`config.mk`:
```
export PLATFORM = sky130hd
export DESIGN_NAME = lfsr8
export DESIGN_NICKNAME = d
export VERILOG_FILES = /design/src/rtl/loopback_checker_pkg.sv /design/src/rtl/lfsr8.sv
export SDC_FILE = /design/constraint.sdc
export NUM_CORES = 1
export LEC_CHECK = 0
export CORE_AREA = 2 2 39 41
export DETAILED_ROUTE_END_ITERATION = 8
export DIE_AREA = 0 0 41 43
export SLEW_MARGIN = 0
export SYNTH_ARGS = -nofsm -noshare
export SYNTH_HDL_FRONTEND = slang
export SYNTH_SLANG_ARGS = --single-unit
```
`constraint.sdc`:
```
create_clock -name clk -period 1.75 [get_ports clk]
set_input_delay 0.525 -clock clk [delete_from_list [all_inputs] [get_ports clk]]
set_output_delay 0.525 -clock clk [all_outputs]
set_load 0.02 [all_outputs]
```
`src/rtl/loopback_checker_pkg.sv`:
```
// Shared types and helpers for the pad loopback checker: FSM states,
// LFSR feedback taps and the golden model of the loopback function.
package loopback_checker_pkg;

    typedef enum logic [1:0] {
        IDLE  = 2'd0,
        RUN   = 2'd1,
        DRAIN = 2'd2,
        DONE  = 2'd3
    } state_t;

    // Feedback taps s[7], s[5], s[4], s[3] of the 8-bit Fibonacci LFSR (period 255).
    localparam logic [7:0] LFSR_TAPS = 8'hB8;

    // One shift-left step: the new lsb is the XOR of the tapped bits.
    function automatic logic [7:0] lfsr_step(input logic [7:0] s);
        return {s[6:0], ^(s & LFSR_TAPS)};
    endfunction

    // Expected loopback response: low seven bits mirror s[0], bit 7 is the AND of the top nibble.
    function automatic logic [7:0] loopback_model(input logic [7:0] s);
        return {&s[7:4], {7{s[0]}}};
    endfunction

endpackage

```
`src/rtl/lfsr8.sv`:
```
// 8-bit Fibonacci LFSR with synchronous seed load and single-step advance.
module lfsr8
    import loopback_checker_pkg::*;
(
    input  logic       clk,
    input  logic       rst,
    input  logic       load,
    input  logic       advance,
    input  logic [7:0] seed,
    output logic [7:0] q
);

    logic [7:0] q_reg;

    // Load has priority over advance so a restart always begins from the seed.
    always_ff @(posedge clk) begin
        if (rst || load) begin
            q_reg <= seed;
        end else if (advance) begin
            q_reg <= lfsr_step(q_reg);
        end
    end

    assign q = q_reg;

endmodule

```
==> flow_summary.ini <==
[cts]
post_cts_buffers = 0
root_buffer = clkbuf_4
cts.sinks = 8
ctsHtreeMaxLevel = 1
cts_buffers = 3
cts_tree = yes
cts_buffer_depth = 2
path_clk_slew_ns = 0.05
clk_latency_ns = 0.25

[place]
gp_congestion = 0.720
placed_cells = 58
pre_cts_ws_ns = -0.110
portBuffers = 19
placed_area_sq_um = 589

[timing]
finalSetupViolations = 0
fin_crit_ns = 1.71
slew_violations = 0
clock.fmax_ghz = 0.586
hold_viol_final = 0
rsz0062_at_grt = false
min_period_over_period_pct = 97.5
fin_ws_ns = 0.0432
clock-skew-final_ns = 0.00444
worst_slew_pin_slew_ns = 0.340
slew_headroom_pct = 77.4

[power_and_ir_drop]
p_leak_nw = 0.240
irDropWorstVdd_uv = 372
fin_total_pwr_mw = 0.512
power_density_nw_per_um2 = 839

[setup_path]
timing.rr.end = q[0]$_DFFE_PP_
crit_chain = clkdlybuf4s50_1
crit_buf_inv = 1
max_stage_delay_ns = 0.61
cp_max_fo = 2
endpoint_kind = output pin
start_kind = flop
r2r_cells = 3
critPathTopFamily = buffers and inverters
slowest_stage = clkdlybuf4s50_1
rrSetupSlack_ns = 0.64
crit_type = reg2out
worstPathRequired_ns = 1.22
timing.rr.start = q[4]$_DFFE_PP_
worstPathArrival_ns = 1.18
cp-startpoint = q[6]$_DFFE_PP_

[global_routing]
grt_pass1_wl_microns = 1000
grt_max_degree = 9
grt_pass1_vias = 238
track_usage_pct = 9.47
antenna_found_initial = 0
grt_overflow = 0

[synth]
synth_nets = 34
synthesis.area_sq_um = 372
ys_seq_area_share_pct = 64.6
synth_adder_area_share_pct = 0
ys_types = 7
syn_area_per_cell_sq_um = 16.9
synth_cells = 22
synth_compound_area_share_pct = 1.35
synth_seq_cells = 8
synth_top_family_by_area = multiplexers
yosys.area_share.simple_pct = 5.72
synth_warnings = 0
synth_xor_area_share_pct = 7.07
synthMuxAreaShare_pct = 21.2

[final_layout]
largest_register_ffs = 8
finalInstanceArea_sq_um = 611
layout.cells.non_filler = 61
n_antenna_cell = 0
num-fill-cells = 125
drive_gt1_share_pct = 26.7
areaGrowthSynthToFinish_pct = 64.3
layout.nets = 59

[floorplanning]
fp.dieH_microns = 43
start_util_pct = 26.9
num_io_pins = 20
core.rowCount = 14
dieArea_sq_um = 1760
core_area_sq_um = 1380
die_w_microns = 41

[drt]
drt_pre_antenna_iters = 2
drc = 0
vias = 263
vias_per_cell = 4.31
initialDrtViolationCount = 2
wirelength_microns = 730
ant_nets = 0
post_drt_wl_per_cell_microns = 12.0

[min_path]
hp-class = reg2reg
hold_depth = 1
worstHoldStart = q[6]$_DFFE_PP_
hold_end = q[7]$_DFFE_PP_

[job]
maxCapViolCount = 0

[outcome]
status = complete, no violations
==> layer usage <==
| metal | GRT usage [%] | vias to the layer above | wire, microns |
|---|---|---|---|
| li1 | - | 131 | - |
| met1 | 8.42 | 123 | 267 |
| met2 | 14.7 | 7 | 422 |
| met3 | 1.57 | 2 | 29 |
| met4 | 12.0 | 0 | 10 |
| met5 | 0 | - | 0 |
==> report_power, final <==
part / total (mW) / internal, mW / switching (mW)
Sequential: 0.248 / 0.236 / 0.0120
Clock: 0.140 / 0.0784 / 0.0618
Combinational: 0.124 / 0.0708 / 0.0534
Total: 0.512 / 0.385 / 0.127
==> final cells by class <==
type / count / area [sq um] / area share [%]
timing repair buffer: 20 / 196 / 32.2
clock buffer: 3 / 22.5 / 3.69
tap: 16 / 20.0 / 3.28
sequential: 8 / 240 / 39.3
multi-input combinational: 14 / 131 / 21.5
==> logic make-up (layout without fill, tap and decap cells) <==
group                     Yosys count  count (layout)
muxes                               7               7
DFF                                 8               8
AOI/OAI and AO/OA                   1               1
and+or+nand+nor                     3               3
buffers and inverters               0              23
xor gates and xnor gates            3               3
==> cell usage in the layout, fill, tap and decap left out <==
cell,Yosys,routed
mux2_2,7,7
xnor2_1,3,3
dlymetal6s2s_1,0,2
clkdlybuf4s50_1,0,12
clkbuf_4,0,3
nor2_4,1,1
or3_1,1,1
a21oi_1,1,1
dlygate4sd2_1,0,5
edfxtp_1,8,8
nor2_1,1,1
buf_4,0,1
==> Yosys cell counts, drive strengths merged <==
cell,count,share of area (%)
nor2,2,4.0
xnor2,3,7.1
mux2,7,21
a21oi,1,1.3
or3,1,1.7
edfxtp,8,65
==> worst max-delay path by stage <==
stage / end / slack [ns] / cells after the start
3_5_place_dp: q[5]$_DFFE_PP_ / -0.11 / 3
2_1_floorplan: q[1]$_DFFE_PP_ / 0.44 / 2
3_3_place_gp: q[6]$_DFFE_PP_ / -0.08 / 2
4_1_cts: q[2] / 0.02 / 1
5_1_grt: q[6] / 0.007 / 1
6_report: q[6] / 0.04 / 1
==> metrics by stage <==
stage / setup TNS, ns / util [%] / hold slack [ns]
after floorplan: 0 / - / 0.717
after global placement: -1.18 / 42.6 / 0.560
after detailed placement: -1.54 / 42.6 / 0.561
after CTS: 0 / 43.8 / 0.574
after global routing: 0 / 44.1 / 0.593
final: 0 / 44.1 / 0.570
==> what timing repair did <==
| item | in CTS | in global routing |
|---|---|---|
| gates cloned | 0 | 0 |
| endpoints found under the setup margin | 5 | 2 |
| resized for setup | 5 | 2 |
| hold buffers | 0 | 0 |
Power figures use the tool's default switching activity.
==> RTL edit: new RTL, config.mk and constraints unchanged <==
Put one more register stage on the output `q`. The value now appears one clock later.
--- a/src/rtl/lfsr8.sv
+++ b/src/rtl/lfsr8.sv
@@ -21,7 +21,9 @@
         end
     end
 
-    assign q = q_reg;
+    always_ff @(posedge clk) begin
+        q <= q_reg;
+    end
 
 endmodule
 
Behaviour: not the same (Yosys sat finds a counterexample within 4 cycles, from zero or initial values).
==> RTL edit against the original RTL <==
Wire length increased by 20%; first-iteration DRC count increased to 2.5 times the old value; sequential cell count increased by 8; worst setup slack improved by 5.2 ps; power increased by 50%; count of clock-buffer cells in the layout unchanged; final area increased by 29%; sequential power increased by 83%; core utilization increased by 13 points; synthesized area increased by 43%; critical path type unchanged.
==> RTL edit: results (changes against the original RTL) <==
stage,metric,value,unit,change
finish,share of layout cells above drive strength 1,22.2,%,-4.4 points
synthesis,"EDFF count, synth",8,,unchanged
global_routing,global-route usage over all layers,12.7,%,+3.2 points
min_path,Hold Path Sink,q[6],,
synthesis,"top cells by count, synth","8 x dfxtp_1, 8 x edfxtp_1, 7 x mux2_2",,
synthesis,post-synthesis cell count,30,,+36%
status,status,"complete, no violations",,
global_routing,first-pass GRT wire length,1430,um,+43%
route,WL per Instance,12.5,um,+4.2%
route,Vias,313,,+19%
placed_design,"worst slack, placed",-124,ps,-13.9 ps
finish,Final nets,67,,+14%
synthesis,Synth area leaders,"edfxtp_1 45%, dfxtp_1 30%, mux2_2 15%, xnor2_1 4.9%, nor2_4 2.1%",,
route,Iter 0 DRT Violations,5,,+3
critical_path,RR Startpoint,q_reg[3],,
critical_path,FF-to-FF End,q_reg[0],,
critical_path,CP max FO,1,,-1
route,DRT Wirelength,873,um,+20%
clock_network,CTS clock-pin slew for the worst setup and hold paths,90,ps,+40 ps
synthesis,sequential element share of the synthesized area,75.3,%,+11 points
power_and_ir_drop,Leak Pwr,0.320,nW,+33%
min_path,hold path cells,0,,-1
clock_network,Skew-Pair Late Insertion Delay,270,ps,+20 ps
timing,hold_ws,375,ps,-195 ps
finish,max reg flops,16,,+8
global_routing,pin count of the biggest net entering global routing,10,,+1
power_and_ir_drop,worst IR drop on VDD,614,uV,+65%
timing,max_slew headroom,76.4,%,-0.94 points
timing,clock skew,3.38,ps,-1.06 ps
critical_path,largest stage delay on the critical path,590,ps,-20 ps
global_routing,vias in the first global route,332,,+39%
## RTL edit: cell count changes after synthesis, sizes merged
cell,before,now
dfxtp,0,8
## RTL edit: power by group
part           leakage, nW  internal, W  switching, W
clock network       0.0154    0.0000824      0.000101
logic                0.155    0.0000787     0.0000533
registers            0.150     0.000437     0.0000176
total                0.320     0.000598      0.000172
## RTL edit: worst max path at each step
stage	startpoint	endpoint	slack (ps)	depth (start not counted)
2_1_floorplan	load	q_reg[1]	440	2
3_3_place_gp	load	q_reg[2]	-90	3
3_5_place_dp	load	q_reg[7]	-120	2
4_1_cts	q[3]	q[3]	20	1
5_1_grt	q[2]	q[2]	3	1
6_report	q[2]	q[2]	50	1
## RTL edit: what timing repair did
item                                    in CTS  in global routing
buffers inserted                             0                  0
endpoints found under the hold margin        0                  0
gates resized for setup                      0                  4
endpoints found under the setup margin       0                  4
## RTL edit: routing by layer
layer  track usage (%)  vias up  part of all wire (%)  routed length (um)
met5                 0        -                     0                   0
met3              3.14        2                   5.2                  45
met1              13.4      144                    37                 321
met2              20.9       10                    57                 497
met4              8.00        0                  0.92                   8
li1                  -      157                     -                   -
## RTL edit: cell families (layout without fill, tap and decap cells)
logic type	after synthesis	after routing	share of synthesized area, %
flip-flops	16	16	75.3
multiplexers	7	7	14.8
XOR/XNOR	3	3	4.94
AND/OR/NAND/NOR	3	3	4.00
AO/OA/AOI/OAI	1	1	0.940
buffers and inverters	0	24	0
## RTL edit: final cells by class
type | instances | area (sq um)
Clock inverter | 1 | 3.75
Clock buffer | 3 | 22.5
Timing Repair Buffer | 20 | 208
Multi-Input combinational cell | 14 | 131
Fill cell | 113 | 598
Tap cell | 16 | 20.0
Sequential cell | 16 | 400
## RTL edit: per-stage QoR
step                      area [sq um]  TNS [ps]
final                              786         0
after global routing               786         0
after CTS                          776         0
after detailed placement           749     -1760
after global placement             749     -1160
after floorplan                    532         0
